## src/rtl/fft_frame_writer.sv

```systemverilog
// fft_frame_writer
// Writer side of the two-bank (ping-pong) FFT display memory. One FFT frame
// arrives as a valid/ready stream of complex bins in FFT output order. Each
// bin is written to the back bank at the address equal to its index in the
// frame. The banks swap only at the start of vertical sync, so the grapher
// reading the front bank never shows a half-written frame.
module fft_frame_writer #(
    parameter int N_POINTS      = 512,  // samples per frame, equals bank depth
    parameter int ADDR_W        = 9,    // log2(N_POINTS)
    parameter int DATA_W        = 16,   // width of the re and im fields
    parameter bit VS_ACTIVE_LOW = 1'b1  // 1: i_vs asserts low
) (
    input  logic              i_clk_24MHz,
    input  logic              i_rst_n,
    input  logic              i_en,
    input  logic              i_vs,
    input  logic              i_valid,
    output logic              o_ready,
    input  logic [DATA_W-1:0] i_re,
    input  logic [DATA_W-1:0] i_im,
    input  logic              i_last,
    output logic              o_wr_en,
    output logic              o_wr_bank,
    output logic [ADDR_W-1:0] o_wr_addr,
    output logic [DATA_W-1:0] o_wr_data0,
    output logic [DATA_W-1:0] o_wr_data1,
    output logic              o_rd_bank,
    output logic              o_frame_err,
    output logic [7:0]        o_frame_cnt
);

    typedef enum logic {
        ST_WRITE     = 1'b0,  // accepting samples into the back bank
        ST_WAIT_SWAP = 1'b1   // frame complete, waiting for vsync to swap
    } state_e;

    // Address of the final sample of a full frame.
    localparam logic [ADDR_W-1:0] LAST_IDX = ADDR_W'(N_POINTS - 1);

    // ------------------------------------------------------------------
    // State registers
    // ------------------------------------------------------------------
    state_e              state_q,     state_d;
    logic                back_bank_q, back_bank_d;
    logic [ADDR_W-1:0]   cnt_q,       cnt_d;
    logic                vs_prev_q,   vs_prev_d;
    logic [7:0]          frame_cnt_q, frame_cnt_d;

    // Registered write port and error pulse.
    logic                wr_en_q,     wr_en_d;
    logic                wr_bank_q,   wr_bank_d;
    logic [ADDR_W-1:0]   wr_addr_q,   wr_addr_d;
    logic [DATA_W-1:0]   wr_data0_q,  wr_data0_d;
    logic [DATA_W-1:0]   wr_data1_q,  wr_data1_d;
    logic                frame_err_q, frame_err_d;

    // ------------------------------------------------------------------
    // Combinational helpers
    // ------------------------------------------------------------------
    logic vs_act;     // i_vs normalised so that 1 means "sync asserted"
    logic vs_start;   // first cycle of an asserted vsync
    logic accept;     // sample handshake completes this cycle
    logic at_last;    // counter is on the final address of the bank

    assign vs_act   = VS_ACTIVE_LOW ? ~i_vs : i_vs;
    assign vs_start = vs_act & ~vs_prev_q;
    assign at_last  = (cnt_q == LAST_IDX);

    // Ready depends only on state and enable, never on i_valid, and is
    // held low while reset is asserted.
    assign o_ready = i_en & i_rst_n & (state_q == ST_WRITE);
    assign accept  = i_valid & o_ready;

    // ------------------------------------------------------------------
    // Next-state logic: frame length rules, bank swap and write port
    // ------------------------------------------------------------------
    always_comb begin
        // NOTE: every signal gets a default first so no path leaves one
        // unassigned; that is what keeps this block free of latches.
        state_d     = state_q;
        back_bank_d = back_bank_q;
        cnt_d       = cnt_q;
        vs_prev_d   = vs_prev_q;
        frame_cnt_d = frame_cnt_q;
        wr_en_d     = wr_en_q;
        wr_bank_d   = wr_bank_q;
        wr_addr_d   = wr_addr_q;
        wr_data0_d  = wr_data0_q;
        wr_data1_d  = wr_data1_q;
        frame_err_d = frame_err_q;

        // With i_en low everything holds, including a write strobe that is
        // still pending; it is released to the RAM on the next enabled cycle.
        if (i_en) begin
            wr_en_d     = 1'b0;
            frame_err_d = 1'b0;
            vs_prev_d   = vs_act;

            unique case (state_q)
                ST_WRITE: begin
                    // vs_start is ignored here; the front bank keeps displaying.
                    if (accept) begin
                        wr_en_d    = 1'b1;
                        wr_bank_d  = back_bank_q;
                        wr_addr_d  = cnt_q;
                        wr_data0_d = i_re;
                        wr_data1_d = i_im;

                        if (i_last && at_last) begin
                            // Good frame.
                            cnt_d   = '0;
                            state_d = ST_WAIT_SWAP;
                        end else if (i_last) begin
                            // Short frame: restart in the same bank, the
                            // partial data is overwritten by the next frame.
                            frame_err_d = 1'b1;
                            cnt_d       = '0;
                        end else if (at_last) begin
                            // Long frame: the bank is full, treat it as done
                            // and let upstream drop the rest.
                            frame_err_d = 1'b1;
                            cnt_d       = '0;
                            state_d     = ST_WAIT_SWAP;
                        end else begin
                            cnt_d = cnt_q + 1'b1;
                        end
                    end
                end

                ST_WAIT_SWAP: begin
                    if (vs_start) begin
                        back_bank_d = ~back_bank_q;
                        frame_cnt_d = frame_cnt_q + 8'd1;
                        state_d     = ST_WRITE;
                    end
                end

                default: state_d = ST_WRITE;
            endcase
        end
    end

    // ------------------------------------------------------------------
    // State and output registers with asynchronous reset
    // ------------------------------------------------------------------
    always_ff @(posedge i_clk_24MHz or negedge i_rst_n) begin
        if (!i_rst_n) begin
            state_q     <= ST_WRITE;
            back_bank_q <= 1'b0;
            cnt_q       <= '0;
            vs_prev_q   <= 1'b0;
            frame_cnt_q <= 8'd0;
            wr_en_q     <= 1'b0;
            wr_bank_q   <= 1'b0;
            wr_addr_q   <= '0;
            wr_data0_q  <= '0;
            wr_data1_q  <= '0;
            frame_err_q <= 1'b0;
        end else begin
            // NOTE: non-blocking assignments here so every register samples
            // the values computed for this cycle, independent of order.
            state_q     <= state_d;
            back_bank_q <= back_bank_d;
            cnt_q       <= cnt_d;
            vs_prev_q   <= vs_prev_d;
            frame_cnt_q <= frame_cnt_d;
            wr_en_q     <= wr_en_d;
            wr_bank_q   <= wr_bank_d;
            wr_addr_q   <= wr_addr_d;
            wr_data0_q  <= wr_data0_d;
            wr_data1_q  <= wr_data1_d;
            frame_err_q <= frame_err_d;
        end
    end

    // ------------------------------------------------------------------
    // Outputs
    // ------------------------------------------------------------------
    // Strobes are masked while disabled; the data fields are plain registers.
    assign o_wr_en     = i_en & wr_en_q;
    assign o_frame_err = i_en & frame_err_q;
    assign o_wr_bank   = wr_bank_q;
    assign o_wr_addr   = wr_addr_q;
    assign o_wr_data0  = wr_data0_q;
    assign o_wr_data1  = wr_data1_q;
    assign o_rd_bank   = ~back_bank_q;
    assign o_frame_cnt = frame_cnt_q;

endmodule
```

## config.mk

```make
export PLATFORM = sky130hd
export DESIGN_NAME = fft_frame_writer
export DESIGN_NICKNAME = d
export VERILOG_FILES = /design/src/rtl/fft_frame_writer.sv
export SDC_FILE = /design/constraint.sdc
export NUM_CORES = 1
export LEC_CHECK = 0
export ABC_AREA = 0
export BUFFER_PORTS_ARGS = -buffer_cell sky130_fd_sc_hd__buf_2
export CAP_MARGIN = 20
export CORE_ASPECT_RATIO = 1.2
export CORE_MARGIN = 10
export CORE_UTILIZATION = 30
export CTS_BUF_LIST = sky130_fd_sc_hd__clkbuf_4 sky130_fd_sc_hd__clkbuf_8
export CTS_CLUSTER_SIZE = 20
export DETAILED_ROUTE_END_ITERATION = 16
export PLACE_DENSITY = 0.5
export SYNTH_ARGS = -nofsm -noshare
export SYNTH_HDL_FRONTEND = slang
export SYNTH_SLANG_ARGS = --single-unit
```

## constraint.sdc

```tcl
create_clock -name i_clk_24MHz -period 2.3 [get_ports i_clk_24MHz]
set_input_delay 0.115 -clock i_clk_24MHz [delete_from_list [all_inputs] [get_ports i_clk_24MHz]]
set_output_delay 0.115 -clock i_clk_24MHz [all_outputs]
set_load 0.01 [all_outputs]
```

* Yosys cells after proc, flatten, opt, wreduce, memory -nomap -nowiden
Index checks and enable logic that the tools add are counted.
** Storage, ports and cells
- Bits in registers :: 64
- Word-level logic and storage cells :: 42
- Output and inout port bits :: 54
- Bits of input ports :: 38
** Cells by class
- Bitwise gates (word level) :: 10
- Equal/unequal tests :: 1
- Reductions and logical operators :: 3
- Add/subtract/negate cells :: 2
- Mux-type cells :: 15
** Operators with widths (number)
- $mux W9 :: 3
- $mux W1 :: 11
- $add A9 B1 Y9 const B :: 1
- $eq A9 B9 Y1 const B :: 1
- $add A8 B1 Y8 const B :: 1
- $and A1 B1 Y1 :: 6
- $reduce_and A3 Y1 :: 2
- $not A1 Y1 :: 4
- $pmux W1 S2 :: 1
- $logic_and A1 B1 Y1 :: 1

* Depth between registers and ports, before layout
Gate-level depths: netlist of the first run.
- Depth after elaboration :: 6
- Gate-level depth with buffers :: 7
- Mapped depth without buffers :: 7

* Worst setup path before layout of the first run
No wires, ideal clock.
- Kind :: reg2reg
- From :: register cnt_q[0]
- To :: register cnt_q[7]
- Stages on the path, launching flop included :: 8
- Library setup time :: 0.069 ns
- Data arrival time :: 1.905 ns
- Period minus slack after synthesis :: 1.974 ns
- Path buffers :: 0
- Setup slack :: 0.326 ns
- Required time :: 2.231 ns
- Path through :: dfrtp_1 -> ha_1 -> nand3_1 -> nor3_1 -> ha_1 -> or3_1 -> or4_1 -> nand3_1
** On the way
- Word-level cells in the longest chain between the ends :: 4
- Elaborated cells between the ends (all ways) :: 6
- Classes of those cells :: add/sub (1); eq/ne (1); mux (3); reduce/logical (1)
** Ends and longest elaborated chain
- from (decl) :: RTL line 45 : logic [ADDR_W-1:0] cnt_q, cnt_d;
- from (signal assigned) :: RTL line 164 : cnt_q <= cnt_d;
- $add A9 B1 Y9 or $eq A9 B9 Y1 (tied branches) :: RTL line 125, 67
- $mux W9 :: RTL line 118 : end else if (at_last) begin
- $mux W9 :: RTL line 113 : end else if (i_last) begin
- $mux W9 * :: RTL line 109 : if (i_last && at_last) begin
Mark *: on every way between the ends. The rest lies on a longest branch, timed or not.
A chain may end at the register's enable or synchronous reset.

* Worst setup path in the final report of the first run
- From :: register cnt_q[0]
- To :: register cnt_q[6]
Same word-level chain as after synthesis.

==> metrics.yaml, run 1 <==
grt_usage: 0.1113
grt_max_degree: 47
cts_tree: "done"
synth_cell_types: 30
min_from: "i_vs"
dpl.hpwl_microns: 5013
area_delta_synth_final_pct: 41.50
relSlewSlack: 0.6082
powerDensity_nw_per_um2: 724.5
row_count: 37
synth_top_area_share: 0.5896
setup_viol: 0
max_freq_mhz: 482.5
crit_chain: "ha_1 -> nand3_1 -> nor3_1 -> ha_2 -> or3_1 -> or4_1 -> nand3_1"
totalWireLength_microns: 7307
via_count: 2344
globalRouteOverflowTotal: 0
drc: 0
synthFlopType: "dfrtp_1"
cts.clk_slew.worst_paths_ps: 80
antenna_found_initial: 0
drv_slew: 0
netlist_area_sq_um: 2716
synth.area.top_cells: "dfrtp_1 59%, nand2_1 19%, o21ai_0 2.0%, xnor2_1 1.9%, buf_2 1.8%"
place_ws_ps: 199.0
min_to: "vs_prev_q$_DFFE_PN0P_"
numCtsBuffers: 9
drt_iter0_drc: 93
grt_pass1_wl_microns: 12100
fin_skew_ps: 12.07
pin_count: 92
start_kind: "flop"
fill_cells: 902
finalCriticalPeriod_ps: 2073
crit_top_cell: "nand3_1"
vias_per_cell: 4.357
drive_above_1_share: 0.2803
finalInstanceArea_sq_um: 3844
max_slew.worst_pin.slew_ps: 587.7
crit_fanout: 7
rsz0062_at_grt: "false"
fin_nets: 458
syn_avg_cell_area_sq_um: 9.432
reg2reg_from: "cnt_q[0]$_DFFE_PN0P_"
cp-end-kind: "flop"
clk_latency_ps: 330
regArea_sq_um: 1602
synthTopCellsByCount: "141 x nand2_1, 64 x dfrtp_1, 11 x o21ai_0, 10 x buf_2, 10 x nand3_1"
irDropWorstVdd_uv: 263.6
arrival_ps: 2330
r2r_end: "cnt_q[6]$_DFFE_PN0P_"
hold_viol_final: 0
dpl_cell_area_sq_um: 3304
wl_per_cell_microns: 13.58
core-area_sq_um: 8703
ys_warn_count: 0
max-cap-violations: 0
syn_inst: 288
portBuffers: 91
holdCritPathClass: "primary input to flop"
hold_depth: 3
setup_slack_ps: 227.3
dieArea_sq_um: 13280
finalSetupTns_ps: 0
first_global_vias: 2356
htreeDepth: 3
cts_buffer_depth: 2
firstDrtPassIters: 4
die_w_microns: 106.9
async_flop_share: 1.000
ys_seq_area_frac: 0.5896
synth_top_area_cell: "dfrtp_1"
start_util: 0.3121
post-cts-setup-buffers: 0
cts_sinks: 64
ff2ff_path_depth: 7
outcome: "finished clean"
ys_ff_latch: 64
cpMaxStageDelayCell: "dfrtp_1"
reg2reg_slack_ps: 230
synth.most_common_cell: "nand2_1"
p_leak_nw: 2.079
die_h_microns: 124.2
crit_type: "flop to flop"
synth_nets: 330
period_share: 0.9012
ant_nets: 0
multi_input_area_sq_um: 1035
gp_congestion: 0.7799
worstPathRequired_ps: 2560
synth_edf_count: 0
diodes: 0
critPathMaxStageDelay_ps: 440
root_buffer: "clkbuf_8"
## per-layer routing
metal | track usage | share of wire | vias up | wire [microns]
met2 | 0.1717 | 0.46 | 56 | 3379
met5 | 0 | 0 | - | 0
met1 | 0.1385 | 0.47 | 1098 | 3467
li1 | - | - | 1186 | -
met4 | 0.05481 | 0.011 | 0 | 79
met3 | 0.03101 | 0.052 | 4 | 380
## stage by stage
step                hold WS (ps)  total power [mW]    util  instances
finish                     110.0             2.785  0.4416        538
CTS                        88.57             2.844  0.4413        538
detailed placement         205.7             1.799  0.3797        489
floorplan                 -180.6             1.561       -        288
global placement           202.0             1.788  0.3797        489
global route               153.4             2.952  0.4416        538
## cell type report
cell class / instances / area share
Timing Repair Buffer: 129 / 0.2174
Clock inverter: 4 / 0.01400
Sequential cell: 64 / 0.4167
Inverter: 5 / 0.004883
Multi-Input combinational cell: 207 / 0.2692
Tap cell: 117 / 0.03809
Clock buffer: 12 / 0.03971
## flip-flops by register name, indices dropped and copies added, names as in the netlist
name         flops
back_bank_q      1
wr_en_q          1
o_wr_data0      16
frame_err_q      1
cnt_q            9
o_wr_bank        1
state_q          1
o_wr_addr        9
vs_prev_q        1
o_wr_data1      16
o_frame_cnt      8
## what timing repair did
item / in CTS / in global routing
hold endpoints to repair: 72 / 0
hold buffers: 33 / 0
gates resized for setup: 0 / 1
setup endpoints to repair: 0 / 2
## layout by cell type (no fill, tap or decap), drive strengths merged, types with 2 or more instances in the layout
| cell | Yosys | final |
|---|---|---|
| nor3 | 4 | 4 |
| and2 | 2 | 2 |
| xor2 | 3 | 3 |
| ha | 4 | 4 |
| nor2 | 2 | 2 |
| nand4 | 3 | 3 |
| dfrtp | 64 | 64 |
| buf | 11 | 96 |
| or3 | 3 | 3 |
| xnor2 | 6 | 6 |
| clkbuf | 1 | 12 |
| dlygate4sd3 | 0 | 33 |
| nand3 | 10 | 10 |
| o211ai | 3 | 3 |
| nand2 | 141 | 141 |
| clkinvlp | 0 | 2 |
| inv | 5 | 5 |
| o21ai | 11 | 11 |
| nand4b | 2 | 2 |
| or4 | 3 | 3 |
## worst max-delay path, delay by kind of cell (launching register included)
kind | cells | cell delay [ps]
AND/OR/NAND/NOR | 5 | 1080
adder cells (fa/ha/maj) | 2 | 480
flip-flops | 1 | 440
## power breakdown
group          switching, mW  leakage, nW  internal, mW
combinational          0.256         1.17         0.212
clock                  0.421       0.0996         0.557
sequential            0.0812        0.812          1.26
total                  0.758         2.08          2.03
## cell families after synthesis
group | Yosys count | share of synthesized area
AND/OR/NAND/NOR | 176 | 0.2934
flip-flops | 64 | 0.5896
AO/OA/AOI/OAI | 18 | 0.03869
buffers and inverters | 17 | 0.03086
XOR/XNOR | 9 | 0.02902
adder cells (fa/ha/maj) | 4 | 0.01843
## worst max-delay path by stage
stage | startpoint | endpoint | slack, ps | cells past startpoint
floorplan | cnt_q[0]$_DFFE_PN0P_ | cnt_q[7]$_DFFE_PN0P_ | 330 | 7
global placement | cnt_q[0]$_DFFE_PN0P_ | cnt_q[5]$_DFFE_PN0P_ | 220 | 7
detailed placement | cnt_q[0]$_DFFE_PN0P_ | cnt_q[7]$_DFFE_PN0P_ | 200 | 7
CTS | cnt_q[0]$_DFFE_PN0P_ | cnt_q[6]$_DFFE_PN0P_ | 180 | 7
global route | cnt_q[0]$_DFFE_PN0P_ | cnt_q[4]$_DFFE_PN0P_ | 20 | 8
finish | cnt_q[0]$_DFFE_PN0P_ | cnt_q[6]$_DFFE_PN0P_ | 230 | 7
(Power assumes the default switching activity.)
==> inputs of run 2 (changes only) <==
- ABC_AREA: 0 -> 1
==> run 2 against run 1 <==
Count of clock-buffer cells in the layout stayed put. Highest routed layer unchanged. Largest power group unchanged. Clock skew is 5.2 ps lower. Routed wire length down 0.70%. Largest cell class unchanged. Total power increased by 2.3%.
==> metrics.yaml, run 2 <==
setup_viol: 0  # unchanged
cp-end-kind: "flop"
synth_nets: 368  # +12%
clk_latency_ps: 340  # about the same
power_frac_seq: 0.475  # -0.006
cts_buffer_depth: 2  # unchanged
max-cap-violations: 0  # unchanged
globalRouteOverflowTotal: 0  # unchanged
core-area_sq_um: 9034  # +3.8%
vias_per_cell: 4.152  # -4.7%
p_leak_nw: 2.219  # +6.7%
numCtsBuffers: 9  # unchanged
p_sw_frac: 0.2728  # +0.0006946
gp_congestion: 0.8076  # +3.6%
synth.area.top_cells: "dfrtp_1 58%, nand2_1 21%, inv_1 4.2%, o21ai_0 2.5%, nor2_1 2.0%"
drive_above_1_share: 0.2598  # -0.02046
arrival_ps: 2000  # -330 ps
ys_ff_latch: 64  # unchanged
p_total_mw: 2.848  # +2.3%
layout_commonest_cell: "nand2_1"
via_count: 2404  # +2.6%
fill_cells: 930  # +3.1%
ys_warn_count: 0  # unchanged
synth_top_area_share: 0.5750  # -0.01457
first_global_vias: 2489  # +5.6%
synth_top_area_cell: "dfrtp_1"
pwr-share-comb: 0.175  # +0.007
fin_nets: 496  # +8.3%
layout_common_cells: "155 x nand2_1, 91 x buf_2, 64 x dfrtp_1, 32 x dlygate4sd3_1, 31 x inv_1"
dieArea_sq_um: 13550  # +2.1%
cts_sinks: 64  # unchanged
grt_usage: 0.1129  # +0.001573
hold_viol_final: 0  # unchanged
p_int_mw: 2.071  # +2.2%
wl_per_cell_microns: 12.53  # -7.7%
drv_slew: 0  # unchanged
finalCriticalPeriod_ps: 1770  # -302.9 ps
cts.clk_slew.worst_paths_ps: 70  # about the same
drt_iter0_drc: 100  # +7.5%
syn_inst: 326  # +13%
outcome: "finished clean"
start_util: 0.3083  # -0.003794
htreeDepth: 3  # unchanged
crit_fanout: 4  # -3
cts_resized: 0  # unchanged
synthFlopType: "dfrtp_1"
rsz0062_at_grt: "false"
p_switching_mw: 0.7771  # +2.5%
grt_pass1_wl_microns: 12330  # +1.9%
relSlewSlack: 0.4449  # -0.1634
portBuffers: 91  # unchanged
netlist_area_sq_um: 2785  # +2.5%
synth_cell_types: 21  # -30%
holdCritPathClass: "primary input to asynchronous set/reset pin"
die_w_microns: 108.0  # +1.0%
firstDrtPassIters: 4  # unchanged
ff2ff_path_depth: 10  # +3
syn_avg_cell_area_sq_um: 8.543  # -9.4%
synth.most_common_cell: "nand2_1"
max_slew.worst_pin.slew_ps: 832.7  # +245.0 ps
powerDensity_nw_per_um2: 732.5  # +1.1%
irDropWorstVdd_uv: 275.9  # +4.7%
pwr-share-clk: 0.350  # about the same
die_h_microns: 125.6  # +1.1%
root_buffer: "clkbuf_8"
synthTopCellsByCount: "155 x nand2_1, 64 x dfrtp_1, 31 x inv_1, 15 x nor2_1, 14 x o21ai_0"
grt_max_degree: 65  # +38%
max_freq_mhz: 565.0  # +17%
worstPathRequired_ps: 2530  # -30 ps
async_flop_share: 1.000  # unchanged
dpl.hpwl_microns: 5137  # +2.5%
fin_skew_ps: 6.896  # -5.173 ps
antenna_found_initial: 1  # +1
synth_edf_count: 0  # unchanged
row_count: 38  # +2.7%
crit_type: "flop to flop"
totalWireLength_microns: 7256  # -0.70%
ant_nets: 0  # unchanged
pin_count: 92  # unchanged
drc: 0  # unchanged
cts_tree: "done"
period_share: 0.7695  # -0.1317
finalSetupTns_ps: 0  # unchanged
start_kind: "flop"
ys_seq_area_frac: 0.5750  # -0.01457
area_delta_synth_final_pct: 39.62
==> run 2: cell families (layout without fill, tap and decap cells) <==
| kind of cell | count (synthesis) | after routing | synth area share |
|---|---|---|---|
| and+or+nand+nor | 192 | 192 | 0.2893 |
| other | 0 | 1 | 0 |
| xor gates and xnor gates | 5 | 5 | 0.01572 |
| AOI/OAI and AO/OA | 18 | 18 | 0.03459 |
| DFF | 64 | 64 | 0.5750 |
| adders and majority gates | 4 | 4 | 0.01797 |
| buffers and inverters | 43 | 175 | 0.06738 |
==> run 2: per-stage QoR <==
| stage | util | instance area (sq um) | hold WS [ps] | setup slack [ps] | cells |
|---|---|---|---|---|---|
| final | 0.4305 | 3889 | 79.46 | 530.2 | 579 |
| after global placement | 0.3720 | 3361 | 307.3 | 599.0 | 531 |
| after detailed placement | 0.3720 | 3361 | 311.7 | 520.6 | 531 |
| after global routing | 0.4302 | 3886 | 143.1 | 308.9 | 578 |
| after floorplan | - | 2785 | -180.6 | 720.7 | 326 |
| after CTS | 0.4302 | 3886 | 74.53 | 503.2 | 578 |
==> run 2: layout make-up <==
| cell class | instances | area [sq um] | share of cell area |
|---|---|---|---|
| Sequential cell | 64 | 1602 | 0.4118 |
| Multi-Input combinational cell | 219 | 996.0 | 0.2561 |
| Timing Repair Buffer | 128 | 813.3 | 0.2091 |
| Clock buffer | 12 | 165.2 | 0.04247 |
| Tap cell | 120 | 150.1 | 0.03861 |
| Inverter | 32 | 120.1 | 0.03089 |
| Clock inverter | 3 | 40.04 | 0.01030 |
| Antenna cell | 1 | 2.502 | 0.0006435 |
==> run 2: metal layers <==
metal / global-route usage / routed length, microns
met2: 0.1778 / 3492
met1: 0.1306 / 3093
met3: 0.03957 / 525
met5: 0 / 0
met4: 0.05984 / 144
==> run 2: final timing paths <==
kind / start / to / slack, ps
setup / recovery: cnt_q[0]$_DFFE_PN0P_ / cnt_q[0]$_DFFE_PN0P_ / 530
hold / removal: i_rst_n / o_wr_addr[7]$_DFFE_PN0P_ / 80
setup reg to reg: cnt_q[0]$_DFFE_PN0P_ / cnt_q[0]$_DFFE_PN0P_ / 530
hold reg to reg: o_wr_addr[0]$_DFFE_PN0P_ / o_wr_addr[0]$_DFFE_PN0P_ / 470
max in group asynchronous: i_rst_n / o_wr_data1[3]$_DFFE_PN0P_ / 1680
min in group i_clk_24MHz: i_vs / vs_prev_q$_DFFE_PN0P_ / 90
==> run 2: power groups by stage <==
stage / Combinational (mW) / Clock [mW] / Sequential, mW
global placement: 0.463 / 0 / 1.37
global route: 0.568 / 1.09 / 1.37
floorplan: 0.172 / 0 / 1.43
CTS: 0.510 / 1.05 / 1.35
finish: 0.497 / 0.998 / 1.35
detailed placement: 0.470 / 0 / 1.37
==> run 2: worst max-delay path, stage by stage, from the launching register on <==
cell and delay (ps):
dfrtp_1 390, ha_1 190, nand3_1 100, nor2_1 140, nand2_1 80, nor2_1 150
ha_1 190, inv_1 60, nand2_1 110, nor2_1 80, o21a_1 170
==> run 2: timing repair <==
item | 4_1_cts | 5_1_grt
endpoints found under the hold margin | 32 | 0
hold buffers | 32 | 0
buffers inserted | 0 | 0
==> inputs of run 3 (changes only) <==
- PLACE_DENSITY: 0.5 -> 0.52
- clock period: 2.3 -> 1.5 ns (I/O delays scaled with it)
==> run 3 against run 2 <==
Clock power up 59%. Global-route usage up 0.36 points. The flow now finishes with violations (setup timing). Flip-flop and latch count did not move. Count of clock-buffer cells in the layout is 2 higher. Routed wire length increased by 3.8%. Largest cell class unchanged. Final area increased by 4.2%. Critical path depth unchanged. Cell count increased by 2.4%. Fmax is 12% higher. Register-to-register slack lost 620 ps. Via count rose by 4.1%. Die area unchanged.
==> metrics.yaml, run 3 (synthesized netlist as in run 2, its figures left out) <==
wl_met2_microns: 3730  # +6.8%
highest_layer: "met4"
holdCritPathClass: "primary input to flop"
cp_top_family: "simple AND/OR/NAND/NOR gates"
start_util: 0.3083  # unchanged
hold_viol_final: 0  # unchanged
ant_nets: 0  # unchanged
wl_per_cell_microns: 12.70  # +1.3%
p_sw_frac: 0.2741  # +0.001282
p_int_mw: 3.282  # +58%
grt_max_degree: 36  # -45%
start_kind: "flop"
grt_pass1_wl_microns: 12760  # +3.5%
dpl.hpwl_microns: 5139  # about the same
crit_chain: "ha_2 -> nand3_2 -> nor2_2 -> nand2_1 -> nor2_2 -> ha_2 -> inv_2 -> nand2_4 -> nor2_2 -> o21a_1"
drive_above_1_share: 0.3066  # +0.04673
drc: 0  # unchanged
row_count: 38  # unchanged
setup_viol: 9  # +9
outcome: "finished with violations"
antenna_found_initial: 0  # -1
max_slew.worst_pin.slew_ps: 448.6  # -384.1 ps
max-cap-violations: 0  # unchanged
area_delta_synth_final_pct: 45.55
first_global_vias: 2623  # +5.4%
layout_common_cells: "152 x nand2_1, 91 x buf_2, 64 x dfrtp_1, 33 x dlygate4sd3_1, 30 x inv_1"
grt_usage: 0.1165  # +0.003643
crit_fanout: 3  # -1
max_freq_mhz: 630.4  # +12%
power_frac_seq: 0.457  # -0.018
p_leak_nw: 2.292  # +3.3%
path_buf_inv: 1  # unchanged
drv_slew: 0  # unchanged
crit_path_start: "cnt_q[0]$_DFFE_PN0P_"
root_buffer: "clkbuf_8"
fin_skew_ps: 11.27  # +4.375 ps
layout_commonest_cell: "nand2_1"
pwr-share-clk: 0.351  # about the same
violations: "setup timing"
p_switching_mw: 1.239  # +59%
gp_congestion: 0.7919  # -1.9%
critPathMaxStageDelay_ps: 360  # -30 ps
fin_nets: 510  # +2.8%
setup_slack_ps: -86.32  # -616.5 ps
globalRouteOverflowTotal: 0  # unchanged
numCtsBuffers: 9  # unchanged
crit_top_cell: "nor2_2"
core-area_sq_um: 9034  # unchanged
totalWireLength_microns: 7530  # +3.8%
die_w_microns: 108.0  # unchanged
die_h_microns: 125.6  # unchanged
worstPathRequired_ps: 1740  # -790 ps
htreeDepth: 3  # unchanged
wl_met1_microns: 3130  # +1.2%
cts_buffer_depth: 2  # unchanged
cp-end-kind: "flop"
arrival_ps: 1820  # -180 ps
cts_sinks: 64  # unchanged
pin_count: 92  # unchanged
firstDrtPassIters: 4  # unchanged
relSlewSlack: 0.7010  # +0.2561
pwr-share-comb: 0.193  # +0.018
irDropWorstVdd_uv: 524.6  # +90%
cts_tree: "done"
portBuffers: 91  # unchanged
hold-worst-slack_ps: 49.08  # -30.38 ps
min_from: "i_last"
cpMaxStageDelayCell: "dfrtp_1"
powerDensity_nw_per_um2: 1115  # +52%
dieArea_sq_um: 13550  # unchanged
wl_met3_microns: 525  # unchanged
p_total_mw: 4.521  # +59%
finalCriticalPeriod_ps: 1586  # -183.5 ps
via_count: 2502  # +4.1%
drt_iter0_drc: 82  # -18%
vias_per_cell: 4.219  # +1.6%
diodes: 0  # -1
crit_type: "flop to flop"
cts.clk_slew.worst_paths_ps: 80  # about the same
period_share: 1.058  # +0.2881
rsz0062_at_grt: "true"
reg2reg_from: "cnt_q[0]$_DFFE_PN0P_"
clk_latency_ps: 340  # about the same
[run 3: final timing paths]
path,end,slack (ps),cells after the start
max,cnt_q[0]$_DFFE_PN0P_,-90,10
min,frame_err_q$_DFFE_PN0P_,50,4
max reg2reg,cnt_q[0]$_DFFE_PN0P_,-90,10
min reg2reg,o_wr_addr[6]$_DFFE_PN0P_,470,2
max in group asynchronous,wr_en_q$_DFFE_PN0P_,730,3
min in group asynchronous,o_wr_addr[5]$_DFFE_PN0P_,410,3
[run 3: area by class of cell]
type / instances / area (sq um)
inverters: 32 / 120.1
clock inverters: 2 / 37.54
fillers: 923 / 4980
clock buffers: 14 / 173.9
well taps: 120 / 150.1
multi-input cells: 219 / 1037
repair buffers: 142 / 933.4
flip-flops and latches: 64 / 1602
[run 3: per-layer routing]
layer / track usage / vias to the layer above
met1: 0.1318 / 1151
li1: - / 1279
met4: 0.05669 / 0
met5: 0 / -
met2: 0.1871 / 62
met3: 0.04419 / 10
[run 3: per-stage QoR]
stage	area, sq um	util	TNS [ps]	instances	worst slack (ps)
after floorplan	2805	-	-170.3	326	-54.38
after global placement	3453	0.3823	-809.5	539	-130.2
after detailed placement	3453	0.3823	-1127	539	-161.9
after CTS	4023	0.4453	-210.2	590	-61.76
after global routing	4054	0.4488	-1483	593	-189.9
final	4054	0.4488	-449.4	593	-86.32
[run 3: worst min-delay path, stage by stage]
cell and delay, ps:
buf_2 100, nand2_1 50, nand3_1 70, o21ai_1 60
[run 3: power groups by stage]
stage          clock (mW)  combinational [mW]  sequential (mW)
2_1_floorplan           0               0.271             2.19
3_3_place_gp            0               0.768             2.09
3_5_place_dp            0               0.777             2.09
4_1_cts              1.65               0.867             2.07
5_1_grt              1.72               0.988             2.09
6_report             1.59               0.871             2.06
[run 3: timing repair]
| action | in CTS | in global routing |
|---|---|---|
| pin swaps | 5 | 4 |
| endpoints found under the hold margin | 96 | 0 |
| endpoints found under the setup margin | 10 | 11 |
| gates resized for setup | 5 | 5 |
| hold buffers | 33 | 0 |
| setup buffers | 2 | 3 |
| cloned | 0 | 0 |
